`src/rtl/fetch_unit.sv`:
```
// fetch_unit: instruction-fetch stage feeding decode.
// Owns the PC and keeps up to QDEPTH in-order requests in flight to instruction
// memory. Returned words are buffered in a QDEPTH-entry FIFO whose head is shown
// on registered outputs {instr_o, pc_o, pc_plus4_o} with a valid/ready handshake.
// A redirect flushes the FIFO and squashes responses still in flight.
//
// Ports:
//   clk_i, rst_ni                     clock, asynchronous active-low reset
//   imem_req_o, imem_addr_o           request valid / word address (pc_q)
//   imem_gnt_i                        request accepted this cycle
//   imem_rvalid_i, imem_rdata_i       in-order response valid / instruction word
//   redirect_i, redirect_pc_i         flush and restart at redirect_pc_i & ~3
//   valid_o, ready_i                  decode handshake
//   instr_o, pc_o, pc_plus4_o         head instruction, its address, address + 4
// Optional (macro FETCH_STATS_EN):
//   stat_fetched_o, stat_stall_o, stat_squash_o   saturating event counters
module fetch_unit #(
  parameter logic [31:0] RESET_PC = 32'h0000_0000,
  parameter int unsigned QDEPTH   = 2
) (
  input  logic        clk_i,
  input  logic        rst_ni,
  output logic        imem_req_o,
  output logic [31:0] imem_addr_o,
  input  logic        imem_gnt_i,
  input  logic        imem_rvalid_i,
  input  logic [31:0] imem_rdata_i,
  input  logic        redirect_i,
  input  logic [31:0] redirect_pc_i,
  output logic        valid_o,
  input  logic        ready_i,
  output logic [31:0] instr_o,
  output logic [31:0] pc_o,
  output logic [31:0] pc_plus4_o
`ifdef FETCH_STATS_EN
  ,
  output logic [31:0] stat_fetched_o,
  output logic [31:0] stat_stall_o,
  output logic [31:0] stat_squash_o
`endif
);

  localparam int unsigned CW  = $clog2(QDEPTH + 1);
  localparam int unsigned PW  = $clog2(QDEPTH);
  localparam int unsigned SW  = CW + 1;
  localparam logic [31:0] NOP = 32'h0000_0013;

  logic [31:0]   pc_q;
  logic [CW-1:0] outstanding_q, drop_q, count_q;
  logic [PW-1:0] rd_q, wr_q, ifq_rd_q, ifq_wr_q;
  logic [31:0]   fifo_instr [QDEPTH];
  logic [31:0]   fifo_pc    [QDEPTH];
  logic [31:0]   ifq_pc     [QDEPTH];

  logic          pop, gnt, rsp, drop, push, valid_n;
  logic [SW-1:0] used;
  logic [CW-1:0] outstanding_n, drop_n, count_n, count_kept;
  logic [PW-1:0] rd_n, wr_n;
  logic [31:0]   pc_n, instr_n, head_pc_n;

  // Only word-aligned restart targets are used.
  logic unused_redirect_lsb;
  assign unused_redirect_lsb = ^redirect_pc_i[1:0];

  assign imem_addr_o = pc_q;

  // Handshake and credit: in-flight requests plus buffered words never exceed QDEPTH.
  always_comb begin
    pop        = valid_o & ready_i;
    used       = SW'(outstanding_q) + SW'(count_q) - SW'(pop);
    imem_req_o = rst_ni & !redirect_i & (used < SW'(QDEPTH));
    gnt        = imem_req_o & imem_gnt_i;
    rsp        = imem_rvalid_i & (outstanding_q != '0);
    drop       = rsp & (drop_q != '0);
    push       = rsp & (drop_q == '0) & !redirect_i;
  end

  // Next-state for PC, counters, FIFO pointers and the registered head view.
  always_comb begin
    pc_n          = gnt ? pc_q + 32'd4 : pc_q;
    outstanding_n = outstanding_q + CW'(gnt) - CW'(rsp);
    drop_n        = drop_q - CW'(drop);
    count_kept    = count_q - CW'(pop);
    count_n       = count_kept + CW'(push);
    rd_n          = rd_q + PW'(pop);
    wr_n          = wr_q + PW'(push);
    if (redirect_i) begin
      pc_n    = {redirect_pc_i[31:2], 2'b00};
      // No grant can happen this cycle, so only the response adjusts the count.
      drop_n  = outstanding_q - CW'(rsp);
      count_n = '0;
      rd_n    = '0;
      wr_n    = '0;
    end
    valid_n   = (count_n != '0);
    instr_n   = instr_o;
    head_pc_n = pc_o;
    if (valid_n) begin
      // A word pushed into a FIFO that is otherwise drained becomes the head directly.
      if (count_kept == '0) begin
        instr_n   = imem_rdata_i;
        head_pc_n = ifq_pc[ifq_rd_q];
      end else begin
        instr_n   = fifo_instr[rd_n];
        head_pc_n = fifo_pc[rd_n];
      end
    end
  end

  // Control state.
  always_ff @(posedge clk_i or negedge rst_ni) begin
    if (!rst_ni) begin
      pc_q          <= RESET_PC;
      outstanding_q <= '0;
      drop_q        <= '0;
      count_q       <= '0;
      rd_q          <= '0;
      wr_q          <= '0;
      ifq_rd_q      <= '0;
      ifq_wr_q      <= '0;
      valid_o       <= 1'b0;
      instr_o       <= NOP;
      pc_o          <= RESET_PC;
      pc_plus4_o    <= RESET_PC + 32'd4;
    end else begin
      pc_q          <= pc_n;
      outstanding_q <= outstanding_n;
      drop_q        <= drop_n;
      count_q       <= count_n;
      rd_q          <= rd_n;
      wr_q          <= wr_n;
      ifq_rd_q      <= ifq_rd_q + PW'(rsp);
      ifq_wr_q      <= ifq_wr_q + PW'(gnt);
      valid_o       <= valid_n;
      instr_o       <= instr_n;
      pc_o          <= head_pc_n;
      pc_plus4_o    <= head_pc_n + 32'd4;
    end
  end

  // Storage arrays: contents are only read behind valid pointers, so no reset.
  always_ff @(posedge clk_i) begin
    if (push) begin
      fifo_instr[wr_q] <= imem_rdata_i;
      fifo_pc[wr_q]    <= ifq_pc[ifq_rd_q];
    end
    if (gnt) begin
      ifq_pc[ifq_wr_q] <= pc_q;
    end
  end

`ifdef FETCH_STATS_EN
  // Saturating event counters.
  always_ff @(posedge clk_i or negedge rst_ni) begin
    if (!rst_ni) begin
      stat_fetched_o <= '0;
      stat_stall_o   <= '0;
      stat_squash_o  <= '0;
    end else begin
      if (pop && (stat_fetched_o != '1)) stat_fetched_o <= stat_fetched_o + 32'd1;
      if (valid_o && !ready_i && (stat_stall_o != '1)) stat_stall_o <= stat_stall_o + 32'd1;
      if (rsp && (drop || redirect_i) && (stat_squash_o != '1)) stat_squash_o <= stat_squash_o + 32'd1;
    end
  end
`endif

endmodule

```
`config.mk`:
```
export PLATFORM = sky130hd
export DESIGN_NAME = fetch_unit
export DESIGN_NICKNAME = d
export VERILOG_FILES = /design/src/rtl/fetch_unit.sv
export SDC_FILE = /design/constraint.sdc
export NUM_CORES = 1
export LEC_CHECK = 0
export CORE_MARGIN = 4
export CORE_UTILIZATION = 40
export CTS_CLUSTER_SIZE = 16
export DETAILED_ROUTE_END_ITERATION = 7
export GPL_TIMING_DRIVEN = 0
export PLACE_DENSITY_LB_ADDON = 0.25
export SLEW_MARGIN = 0
export SYNTH_ARGS = -nofsm -noshare
export SYNTH_HDL_FRONTEND = slang
export SYNTH_SLANG_ARGS = --single-unit
```
`constraint.sdc`:
```
create_clock -name clk_i -period 5.4 [get_ports clk_i]
set_input_delay 1.35 -clock clk_i [delete_from_list [all_inputs] [get_ports clk_i]]
set_output_delay 1.35 -clock clk_i [all_outputs]
set_load 0.005 [all_outputs]
```
==> impl_results.md, run 1 <==
* First-pass GRT wire length at roughly 57000 um
* Die area at approximately 38000 sq um
* Clock Skew at around 25 ps
* Largest net degree at the start of global routing at 84
* CTS Sinks at about 320
* # fillers at between 2000 and 3000
* Top Ports at 200
* Clock Root Buffer: clkbuf_16
* Routability cong. at slightly below 0.9
* Post-Layout Cell Count at 1862
* CP max FO at 10
* Gate Count Post-Synth at about 1100
* Max Freq at between 150 and 200 MHz
* Detailed placement HPWL at around 26000 um
* Register Area at approximately 8900 sq um
* Final setup TNS at 0 ps
* Critical Path AT at 5660 ps
* Cts hold-fix bufs at 0
* Synth unique cells at slightly below 70
* Post-route ant nets at 0
* Min Hold Slack at ~470 ps
* DR DRC count at 0
* Area leader, netlist: edfxtp_1
* Initial antenna violation count at 0
* Worst Path Required at 5840 ps
* Final WS setup at roughly 180 ps
* Synth top area share at about two fifths
* Placed cells at 1785
* Seq cells post-synth at between 300 and 400
* Main synth FF type: edfxtp_1
* Max VDD drop at 0.244 mV
* Max Cap Viol at 0
* Critical Path Start Type: primary input
* Footprint of the multi-input gates at 4580 sq um
* Post-Syn Area per Cell at 12.3 sq um
* Setup violators final at 0
* Post-route cell area at roughly 18000 sq um
* Longest Clk Path Bufs at 3
* Main area contributors after synthesis: edfxtp_1, dfrtp_1, nand2_1, a311oi_1, nor2_1
* Post-route clock period utilization at ~97%
* Effective utilization at floorplan at roughly two fifths
* Post-DR wirelength/cell at around 20 um
* Core Rows at 68
* CTS tree: done
* Vias per cell at 5.37
* Core footprint at ~34000 sq um
* Area Overhead vs Synth at 29.3%
* Slew @ Worst Pin at 795 ps
* Nets at roughly 1500
* Power, Total at between 9 and 10 mW
* H-Tree Level Count at 2
* Run status: finished, final reports clean
* Pre-CTS setup slack at -2000 ps
* Seq/Total Area, Yosys at ~64%
* Slew HR at roughly 47%
* DRT Pass-1 Iters at 5
* Final-report max-slew violation count at 0
* N_diodes at 0
* Clock latency on the worst-skew pair at between 500 and 600 ps
* Share of cells above drive strength 1 at a little over a tenth
* Commonest cells in the netlist: edfxtp_1, dfrtp_1, nand2_1, nor2_1, inv_1
* Hold Path Class: register to register
* Port Buffers at between 150 and 200
* Die H at 195 um
* Pwr Density at between 500 and 600 nW/um^2
* Die Span X at approximately 200 um
* Clk slew on worst S/H paths at approximately 60 ps
* Vias in the first global route at about 10000
* GR Util All Layers at roughly a fifth
* Yosys Warn Count at 0
* Critical path endpoint category: register
* Via count at roughly 10000
* Minimum clock period at about 5200 ps
* Post-Syn Area at 13900 sq um
* Dpl cell area at 16600 sq um
* CTS Buf Count at 36
* Leakage Power at between 7 and 8 nW
* Routed WL at 36800 um
* WS Path Type: primary input to register
* Asr flop ratio synth at a little over two fifths
* DRT iter0 DRCs at 700
* EDFF count, synth at approximately 180
* Finished Core Util at between 50% and 60%
* Final hold vios at 0
* Overflow after GRT at 0
* Top-count cell post-synth: edfxtp_1
## sequential cells by signal (all words and copies together) (netlist names)
register and count:
fifo_instr 64, fifo_pc 60, ifq_pc 60, instr_o 32
pc_plus4_o 31, imem_addr_o 30, pc_o 30, count_q 2
drop_q 2, outstanding_q 2, ifq_rd_q 1, ifq_wr_q 1
rd_q 1, valid_o 1, wr_q 1
## timing repair
item	4_1_cts	5_1_grt
gates resized for setup	27	8
pin swaps	3	3
setup endpoints to repair	164	110
setup buffers	3	10
## cell type report
| type | instances | area share (%) |
|---|---|---|
| flip-flops and latches | 318 | 49.3 |
| multi-input cells | 674 | 25.4 |
| repair buffers | 210 | 11.8 |
| clock buffers | 47 | 5.69 |
| well taps | 455 | 3.16 |
| plain buffers | 72 | 2.01 |
| inverters | 67 | 1.42 |
| clock inverters | 19 | 1.17 |
## layout by cell type, fill, tap and decap left out, types with 6 or more instances in the layout
master / instances
a221o_1: 11
clkinv_2: 6
a32oi_1: 18
a311oi_1: 32
nand2_1: 129
a21oi_1: 35
nand2b_1: 25
mux2i_1: 27
nor2_1: 73
nand4_1: 6
ha_1: 10
buf_2: 14
nand3_1: 26
nor4_2: 10
xnor2_1: 18
buf_4: 19
and2_1: 22
clkbuf_1: 42
a21o_1: 34
clkdlybuf4s50_1: 192
clkbuf_16: 38
o21ai_1: 7
dfrtp_1: 130
nor3b_1: 7
and3_1: 8
o21ai_0: 40
o211a_1: 27
o311ai_0: 7
inv_1: 65
xor2_1: 12
edfxtp_1: 184
## cell families (layout without fill, tap and decap cells)
family | count (synthesis) | count (layout) | synth area share (%)
DFF | 318 | 318 | 63.8
adders and majority gates | 15 | 15 | 1.40
muxes | 32 | 32 | 2.34
other | 1 | 2 | 0.0269
xor gates and xnor gates | 31 | 31 | 2.05
AOI/OAI and AO/OA | 256 | 256 | 14.0
buffers and inverters | 141 | 415 | 4.35
and+or+nand+nor | 338 | 338 | 12.0
## worst max-delay path, cell delays in order
cell and delay, ps:
buf_2 190, clkbuf_2 310, clkbuf_2 330, clkbuf_4 340
buf_2 320, nor4_4 100, ha_1 230, xnor3_2 430
a21o_1 220, buf_6 150, clkinv_4 60, buf_8 130
o311ai_1 170, a22o_2 360, or4b_1 550, nor4_2 200
xor2_1 190
## routing by layer
metal  wire [um]  track usage (%)  vias up  part of all wire (%)
met5           0                0        -                     0
met2       17200             30.9      413                    47
met1       16200             26.0     4869                    44
met4         928             5.78        0                   2.5
li1            -                -     4648                     -
met3        2480             3.50       66                   6.7
## where the power goes
| part | total (mW) | switching [mW] | internal [mW] |
|---|---|---|---|
| logic | 3.71 | 2.08 | 1.64 |
| clock network | 2.50 | 0.959 | 1.54 |
| registers | 3.50 | 0.318 | 3.18 |
## final timing paths
| check | startpoint | end | slack, ps | depth (start not counted) |
|---|---|---|---|---|
| min | instr_o[28] | instr_o[28] | 470 | 1 |
| min in group asynchronous | rst_ni | instr_o[20] | 910 | 1 |
| max in group asynchronous | rst_ni | pc_plus4_o[2] | 3700 | 2 |
| min reg2reg | instr_o[28] | instr_o[28] | 470 | 1 |
| max reg2reg | valid_o | pc_plus4_o[31] | 1190 | 16 |
| max | redirect_i | pc_plus4_o[31] | 180 | 17 |
Note: power is estimated with default switching activity, not from simulation.
==> run 2: changes to the inputs <==
--- a/config.mk
+++ b/config.mk
@@ -5,6 +5,7 @@
 export SDC_FILE = /design/constraint.sdc
 export NUM_CORES = 1
 export LEC_CHECK = 0
+export CORE_ASPECT_RATIO = 1.5
 export CORE_MARGIN = 4
 export CORE_UTILIZATION = 40
 export CTS_CLUSTER_SIZE = 16
==> run 2 against run 1 <==
Global-route usage decreased by 0.086 points. Final cell count decreased by 2.0%. Critical path depth decreased by 5. Largest power group unchanged. Critical endpoint is now ifq_pc[0][17]. Critical path type unchanged. Sequential cell count unchanged. Fmax decreased by 0.96%. Wire length decreased by 0.24%. Cell area decreased by 1.0%. Combinational power increased by 2%. Hold slack improved by 0.57 ps.
==> impl_results.md, run 2 (same netlist as run 1, synthesis figures left out) <==
* Delay-heaviest family, CP: buffers and inverters
* Largest register FFs at 64
* Max VDD drop at about 0.29 mV
* Core footprint at roughly 34000 sq um
* Hold Path Class: register to register
* Run status: finished, final reports clean
* Initial antenna violation count at 0
* Sw Pwr at approximately 3.4 mW
* FF-to-FF path depth at 12
* Critical path endpoint category: register
* Final setup TNS at 0 ps
* # fillers at 2949
* Internal Power at between 6 and 7 mW
* Detailed placement HPWL at between 20000 and 30000 um
* Share of cells above drive strength 1 at a little over a tenth
* Crit-path cells: clkdlybuf4s50_1 > and2_1 > buf_6 > buf_6 > ha_1 > nor2_1 > fa_1 > nor4b_4 > nand2_1 > inv_1 > buf_1 > ha_4
* Seq pwr share at 37.0%
* Leakage Power at between 7 and 8 nW
* First-pass GRT wire length at roughly 57000 um
* Clock power frac at about 23%
* Final-report max-slew violation count at 0
* RSZ-0062 raised after global routing: false
* CP max FO at 30
* Reg-to-Reg End: ifq_pc[0][17]
* Switching portion of total power at a little over a third
* Effective utilization at floorplan at just over 40%
* Overflow after GRT at 0
* Pwr Density at roughly 530 nW/um^2
* WHS Path Cells at 1
* Routability cong. at 0.882
* Largest net degree at the start of global routing at 82
* Most flops, register: fifo_instr
* Core Rows at 83
* Setup violators final at 0
* Commonest non-fill, non-tap cells in the layout: clkdlybuf4s50_1, edfxtp_1, dfrtp_1, nand2_1, nor2_1
* Post-route clock period utilization at a little over nine tenths
* Largest regs: fifo_instr (64), fifo_pc (60), ifq_pc (60)
* Max Freq at between 150 and 200 MHz
* DR DRC count at 0
* Grt met3 use at under 10%
* Hold worst-path end: instr_o[16]
* GR Util All Layers at between 10% and 20%
* Clock latency on the worst-skew pair at 570 ps
* Vias per cell at between 5 and 6
* Via count at about 10000
* GRT Max-Usage Layer: met2
* CP max stage delay at about 670 ps
* CTS Buf Count at 30
* Nets at between 1000 and 1500
* Most common cell after layout, fill and taps aside: clkdlybuf4s50_1
* Port Buffers at a little under 200
* Die area at between 30000 and 40000 sq um
* Post-route ant nets at 0
* CTS tree: done
* Slew @ Worst Pin at between 800 and 900 ps
* Comb pwr share at between 30 and 40%
* Critical Path Start Type: primary input
* Final hold vios at 0
* Clock Skew at between 20 and 25 ps
* Top Ports at 200
* CTS Sinks at between 300 and 400
* Clock Root Buffer: clkbuf_16
* Slew HR at between 40% and 50%
* Hold path startpoint: instr_o[16]
* Vias in the first global route at 9969
* Critical Path AT at 5480 ps
* Clk slew on worst S/H paths at approximately 60 ps
* Routed WL at around 37000 um
* Slowest cell on crit path: buf_1
* Post-DR wirelength/cell at just over 20 um
* Worst Path Required at between 5000 and 6000 ps
* Die Span X at 160 um
* Power, Total at approximately 9.5 mW
* N_diodes at 0
* Met1 Usage GRT at roughly 23%
* Cts hold-fix bufs at 0
* WS Path Type: primary input to register
* Most used cell, CP: buf_6
* Buf+Inv Stages, Crit Path at 5
* H-Tree Level Count at 1
* DRT Pass-1 Iters at 6
* DRT iter0 DRCs at 546
* Max Cap Viol at 0
* Longest Clk Path Bufs at 3
* RR Startpoint: valid_o
* Die H at about 240 um
* Area Overhead vs Synth at 28.0%
* Minimum clock period at roughly 5300 ps
* Met2 Track Usage GR at 34.4%
* Worst R2R Setup Slack at roughly 980 ps
run 2: through the flow:
| step | setup WS (ps) | instances | hold slack, ps | utilization, % | instance area (sq um) |
|---|---|---|---|---|---|
| after CTS | 48.4 | 1811 | 480 | 51.5 | 17600 |
| after global placement | -5170 | 1752 | 459 | 47.9 | 16400 |
| after global routing | 19.5 | 1825 | 492 | 52.0 | 17800 |
| after floorplan | 141 | 1133 | 474 | - | 13900 |
| final | 131 | 1825 | 475 | 52.0 | 17800 |
| after detailed placement | -2200 | 1755 | 465 | 48.1 | 16500 |
run 2: final cells by class:
cell class / count / area [sq um] / share of cell area, %
inverters: 67 / 256 / 1.44
multi-input cells: 674 / 4590 / 25.8
clock inverters: 21 / 238 / 1.33
flip-flops and latches: 318 / 8880 / 49.8
repair buffers: 212 / 2130 / 12.0
well taps: 425 / 532 / 2.98
clock buffers: 35 / 801 / 4.49
plain buffers: 73 / 385 / 2.16
run 2: power groups by stage:
stage	combinational (mW)	sequential (mW)	clock, mW
after floorplan	1.99	3.49	0
after global placement	3.57	3.55	0
after detailed placement	3.63	3.55	0
after CTS	3.70	3.51	2.25
after global routing	4.13	3.57	2.36
final	3.77	3.51	2.20
run 2: worst max path at each step:
stage / start / to / slack (ps) / depth (start not counted)
after floorplan: ready_i / ifq_pc[1][10] / 140 / 12
after global placement: rst_ni / ifq_pc[1][7] / -5170 / 6
after detailed placement: ready_i / ifq_pc[0][7] / -2200 / 13
after CTS: redirect_i / pc_plus4_o[28] / 50 / 17
after global routing: ready_i / pc_plus4_o[31] / 20 / 19
final: ready_i / ifq_pc[0][17] / 130 / 12
run 2: routing by layer:
layer | up-vias | part of all wire [%]
met4 | 0 | 3.4
met1 | 4773 | 40
li1 | 4632 | -
met2 | 353 | 52
met5 | - | 0
met3 | 75 | 4.7
run 2: what timing repair did:
action	CTS	global route
endpoints found under the setup margin	174	26
pin swaps	2	9
setup buffers	1	14
gates resized for setup	24	19
